## src/rtl/rc5_key_sched.sv

```systemverilog
// -----------------------------------------------------------------------------
// rc5_key_sched
//
// Key-expansion controller for an RC5-16 core (w=16, c=8 key words, up to
// MAX_ROUNDS rounds). A start request in IDLE latches the key and the clamped
// round count. The subkey table S[0..t-1] (t = 2r+2) is then filled with the
// magic-constant progression, one entry per cycle. After that, 3*max(t,8)
// mixing iterations run, one per cycle. The finished table is held and served
// through a combinational read port.
//
// Ports:
//   clk         rising-edge clock
//   rst         asynchronous, active-high reset (clears all state and tables)
//   start       expansion request, honoured only in IDLE
//   num_rounds  round count r; values above MAX_ROUNDS are clamped
//   key         128-bit user key, 16-bit word k = key[16k+15:16k]
//   busy        high from the cycle after acceptance through the done cycle
//   done        one-cycle completion pulse
//   key_valid   table complete and matching the last accepted key
//   sk_raddr    subkey read address
//   sk_rdata    S[sk_raddr] when sk_raddr < t, else 0 (combinational)
// -----------------------------------------------------------------------------
module rc5_key_sched #(
    parameter int          MAX_ROUNDS = 16,
    parameter logic [15:0] P16        = 16'hB7E1,
    parameter logic [15:0] Q16        = 16'h9E37
) (
    input  logic         clk,
    input  logic         rst,
    input  logic         start,
    input  logic [4:0]   num_rounds,
    input  logic [127:0] key,
    output logic         busy,
    output logic         done,
    output logic         key_valid,
    input  logic [5:0]   sk_raddr,
    output logic [15:0]  sk_rdata
);

    localparam int         DEPTH   = 2 * MAX_ROUNDS + 2;
    localparam int         C_WORDS = 8;
    localparam logic [4:0] R_MAX   = 5'(MAX_ROUNDS);

    typedef enum logic [1:0] {IDLE, INIT, MIX, DONE} state_t;

    // Rotate left by the low 4 bits; the upper half of {x,x} << amt is the
    // rotated word, and amt = 0 naturally returns x.
    function automatic logic [15:0] rotl16(input logic [15:0] x, input logic [3:0] amt);
        logic [31:0] dbl;
        dbl = {x, x} << amt;
        return dbl[31:16];
    endfunction

    state_t      state;
    logic [15:0] s_tab [DEPTH];
    logic [15:0] l_tab [C_WORDS];
    logic [15:0] a_reg;
    logic [15:0] b_reg;
    logic [5:0]  i_idx;
    logic [2:0]  j_idx;
    logic [5:0]  idx;
    logic [5:0]  t_reg;
    logic [6:0]  n_left;
    logic [15:0] init_val;

    // Table size and iteration count derived from the requested rounds.
    logic [4:0] r_eff;
    logic [5:0] t_new;
    logic [5:0] t_floor;
    logic [6:0] n_new;

    always_comb begin
        r_eff   = (num_rounds > R_MAX) ? R_MAX : num_rounds;
        t_new   = {r_eff, 1'b0} + 6'd2;
        t_floor = (t_new < 6'd8) ? 6'd8 : t_new;
        n_new   = {1'b0, t_floor} + {t_floor, 1'b0};   // 3 * max(t, 8)
    end

    // One mixing iteration: new A feeds the B computation in the same cycle.
    logic [15:0] s_cur;
    logic [15:0] l_cur;
    logic [15:0] a_new;
    logic [15:0] ab_sum;
    logic [15:0] b_new;

    always_comb begin
        s_cur  = s_tab[i_idx];
        l_cur  = l_tab[j_idx];
        a_new  = rotl16(s_cur + a_reg + b_reg, 4'd3);
        ab_sum = a_new + b_reg;
        b_new  = rotl16(l_cur + ab_sum, ab_sum[3:0]);
    end

    // Entries beyond the current table length read as zero even if they still
    // hold values from an earlier, longer schedule.
    always_comb begin
        sk_rdata = '0;
        if (sk_raddr < t_reg) begin
            sk_rdata = s_tab[sk_raddr];
        end
    end

    always_ff @(posedge clk or posedge rst) begin
        if (rst) begin
            state     <= IDLE;
            busy      <= 1'b0;
            done      <= 1'b0;
            key_valid <= 1'b0;
            a_reg     <= '0;
            b_reg     <= '0;
            i_idx     <= '0;
            j_idx     <= '0;
            idx       <= '0;
            t_reg     <= '0;
            n_left    <= '0;
            init_val  <= '0;
            for (int k = 0; k < DEPTH; k++) begin
                s_tab[k] <= '0;
            end
            for (int k = 0; k < C_WORDS; k++) begin
                l_tab[k] <= '0;
            end
        end else begin
            done <= 1'b0;
            case (state)
                IDLE: begin
                    if (start) begin
                        t_reg     <= t_new;
                        n_left    <= n_new;
                        for (int k = 0; k < C_WORDS; k++) begin
                            l_tab[k] <= key[16*k +: 16];
                        end
                        a_reg     <= '0;
                        b_reg     <= '0;
                        i_idx     <= '0;
                        j_idx     <= '0;
                        idx       <= '0;
                        init_val  <= P16;
                        key_valid <= 1'b0;
                        busy      <= 1'b1;
                        state     <= INIT;
                    end
                end

                INIT: begin
                    // init_val tracks P16 + idx*Q16 incrementally.
                    s_tab[idx] <= init_val;
                    init_val   <= init_val + Q16;
                    if (idx == t_reg - 6'd1) begin
                        idx   <= '0;
                        i_idx <= '0;
                        j_idx <= '0;
                        state <= MIX;
                    end else begin
                        idx <= idx + 6'd1;
                    end
                end

                MIX: begin
                    s_tab[i_idx] <= a_new;
                    l_tab[j_idx] <= b_new;
                    a_reg        <= a_new;
                    b_reg        <= b_new;
                    i_idx        <= (i_idx == t_reg - 6'd1) ? 6'd0 : i_idx + 6'd1;
                    j_idx        <= j_idx + 3'd1;   // c = 8, wraps naturally
                    n_left       <= n_left - 7'd1;
                    if (n_left == 7'd1) begin
                        done      <= 1'b1;
                        key_valid <= 1'b1;
                        state     <= DONE;
                    end
                end

                DONE: begin
                    busy  <= 1'b0;
                    state <= IDLE;
                end

                default: begin
                    busy  <= 1'b0;
                    state <= IDLE;
                end
            endcase
        end
    end

endmodule

```

## config.mk

```make
export PLATFORM = sky130hd
export DESIGN_NAME = rc5_key_sched
export DESIGN_NICKNAME = d
export VERILOG_FILES = /design/src/rtl/rc5_key_sched.sv
export SDC_FILE = /design/constraint.sdc
export NUM_CORES = 2
export LEC_CHECK = 0
export CAP_MARGIN = 30
export CORE_UTILIZATION = 45
export CTS_BUF_LIST = sky130_fd_sc_hd__clkbuf_2 sky130_fd_sc_hd__clkbuf_4 sky130_fd_sc_hd__clkbuf_8
export CTS_CLUSTER_DIAMETER = 120
export DETAILED_ROUTE_END_ITERATION = 8
export DONT_BUFFER_PORTS = 1
export SETUP_SLACK_MARGIN = 0.15
export SYNTH_ARGS = -nofsm -noshare
export SYNTH_HDL_FRONTEND = slang
export SYNTH_SLANG_ARGS = --single-unit
```

## constraint.sdc

```tcl
create_clock -name clk -period 30 [get_ports clk]
set_input_delay 7.5 -clock clk [delete_from_list [all_inputs] [get_ports clk]]
set_output_delay 7.5 -clock clk [all_outputs]
set_load 0.01 [all_outputs]
```

==> metrics.txt <==
outcome=finished, final reports clean; crit path kind=in -> out; Synth Register Bits=752; Final ANT Viol Nets=0; reg-to-reg endpoint=l_tab[105]; synth unique cells=90; relative slew slack=18.9%; Worst EP arrival=9.46 ns; Initial Utilization=45.5%; vias in the first global route=40000; CTS tree=done; critical path's slowest cell=mux4_2; DR vias/cell=6.85; drt drc=0; Clock Pin Slew Worst Setup and Hold Paths=0.06 ns; Longest Clk Path Bufs=3; die area=0.101 mm²; Mapped Cells=4910; final setup skew=0.0483 ns; routed wire length=181000 µm; Worst-Skew Late Latency=0.85 ns; critical path endpoint category=output port; syn_area_per_cell=9.13 µm²; largest reg by FF count=s_tab; main flop type after synthesis=dfrtp_1; via count=41900; GRT overflow=0; CP most frequent cell=mux4_2; hold-fix buffers at CTS=0; flip-flop count of the largest register after layout=544; GRT Total Usage=35.5%; Hold Path Cell Cnt=1; Layout area overhead=9.95%; CP delay by family, top=multiplexers; core area=0.0986 mm²; crit-path cells=mux4_2 -> mux4_2 -> mux2i_1 -> o22ai_1 -> and2_1; syn_nets=5137; Max Cap Violations=0; min cycle time layout=16.96 ns; most common cell after layout, fill and taps aside=dfrtp_1; Detailed Routing Iterations Pass 1=7; Worst-Margin Slew=1.22 ns; grt peak-use layer=met2; Post-synth EDFFs=0; initial drt markers=5776; global placement routability congestion=0.946; crit-path max FO=144; Site Rows=115; RSZ-0062 raised after global routing=no; leading post-synthesis cells by cell area=dfrtp_1 42%, mux4_2 8.4%, o21ai_0 7.6%, a22oi_1 7.0%, nand2_1 5.8%; CTS sink cnt=752; endpoints failing hold=0; number of H-tree levels=4; fmax=59.0 MHz; M3 GR Usage=10.3%; Async SR Flop Fraction=100%; most area-hungry cell type in the Yosys netlist=dfrtp_1; Die W=318 µm; Slew Viols, Final=0; Fin Setup TNS=0 ns; Detailed Place HPWL=119000 µm; largest net degree at the start of global routing=167; height of the chip=318 µm; register-to-register setup slack=16.67 ns; Synth warnings=0; largest registers=s_tab x544, l_tab x128; worst reg2reg path depth=35; IO buf count=0; met2 Use GR=54.3%; setup violators final=0; Avg WL per Cell=29.6 µm; # IOs=161; first-pass GRT wire length=270000 µm; Hold Crit Class=reg -> reg; most frequent cells in the layout=752 x dfrtp_1, 688 x nand2_1, 673 x o21ai_0, 456 x a21oi_1, 416 x a22oi_1; post-CTS setup buffer count=0; Final Cycle Share=56.5%; Startpoint Class=primary input; post-synthesis sequential area ratio=42.0%; TritonCTS Buffers=137; initial antenna violation count=14; CTS Root Cell=clkbuf_8; post_cts resized=0; CP max stage delay=0.54 ns; Post-Syn Area=0.0448 mm²; hold path endpoint=init_val[0]; Worst EP required=22.50 ns; Synth top area share=42.0%; FF-to-FF Start=i_idx[1]; grt met1 use=45.5%; layout cells sized above 1=14.4%; Final #Nets=4954; Bufs and invs on worst path=0; min-delay src=init_val[0]
-- metrics by stage --
stage	hold WS [ns]	setup slack [ns]	instance area, µm²	std cells	utilization (%)
floorplan	0.449	1.40	44800	4910	-
global placement	0.465	13.17	46000	5850	46.6
detailed placement	0.480	13.15	46300	5871	46.9
CTS	0.487	13.14	49200	6109	49.9
global route	0.523	13.07	49300	6121	50.0
finish	0.485	13.04	49300	6121	50.0
-- layer usage --
| metal | wire, µm | part of all wire (%) |
|---|---|---|
| met1 | 68600 | 38 |
| met2 | 81100 | 45 |
| met3 | 21300 | 12 |
| met4 | 10300 | 5.7 |
| met5 | 29 | 0.016 |
-- cells in the mapped netlist, types with 6 or more instances --
master	instances
nand3_1	31
nand2_1	689
xor2_1	27
ha_1	66
o22a_1	48
a21o_1	16
a221oi_1	33
a31oi_1	25
nor2_1	229
nand3b_1	9
o32ai_1	8
mux2_2	12
and3_1	16
o22ai_1	56
o31ai_1	17
a311oi_1	12
fa_1	19
nor2b_1	22
clkbuf_1	420
o21bai_1	7
and2_1	37
o21ai_1	49
inv_1	69
a222oi_1	34
mux2i_1	43
buf_1	44
a21oi_1	457
buf_2	8
a22o_1	38
nor4_1	6
o21a_1	12
nand2b_1	10
mux4_2	168
or3_1	11
nand4_1	54
a22oi_1	416
nor3_1	79
xnor2_1	43
a211oi_1	39
dfrtp_1	752
o21ai_0	679
-- worst max-delay path by stage --
stage	cells after the start	start	slack (ns)	endpoint
after floorplan	1	rst	1.40	a_reg[0]
after global placement	7	sk_raddr[2]	13.17	sk_rdata[9]
after detailed placement	7	sk_raddr[2]	13.15	sk_rdata[5]
after CTS	7	sk_raddr[2]	13.14	sk_rdata[5]
after global routing	5	sk_raddr[0]	13.07	sk_rdata[14]
final	5	sk_raddr[0]	13.04	sk_rdata[14]
-- worst reg2reg max path: cells and delay by family, from the launching register on --
family,cells,cell delay (ns)
and+or+nand+nor,11,3.14
adders and majority gates,4,2.06
xor gates and xnor gates,2,0.92
DFF,1,0.32
AOI/OAI and AO/OA,13,4.34
buffers and inverters,5,2.36
-- area by class of cell --
| type | count | area (µm²) |
|---|---|---|
| multi-input cells | 3605 | 24200 |
| well taps | 1287 | 1610 |
| inverters | 72 | 278 |
| diodes | 8 | 20.0 |
| fillers | 9028 | 49300 |
| flip-flops and latches | 752 | 18800 |
| repair buffers | 159 | 1380 |
| clock inverters | 25 | 278 |
| clock buffers | 213 | 2700 |
-- logic make-up (layout without fill, tap and decap cells) --
group,after synthesis,in the layout,synth area share (%)
AO/OA/AOI/OAI,2006,2006,27.8
XOR/XNOR,70,70,1.37
adder cells (fa/ha/maj),85,85,2.69
buffers and inverters,553,469,4.71
flip-flops,752,752,42.0
multiplexers,223,223,9.70
other,0,8,0
AND/OR/NAND/NOR,1221,1221,11.8
Power is left out: the tool's default activity adds up to more than one toggle a clock period on the data nets, which glitch-free logic cannot reach.
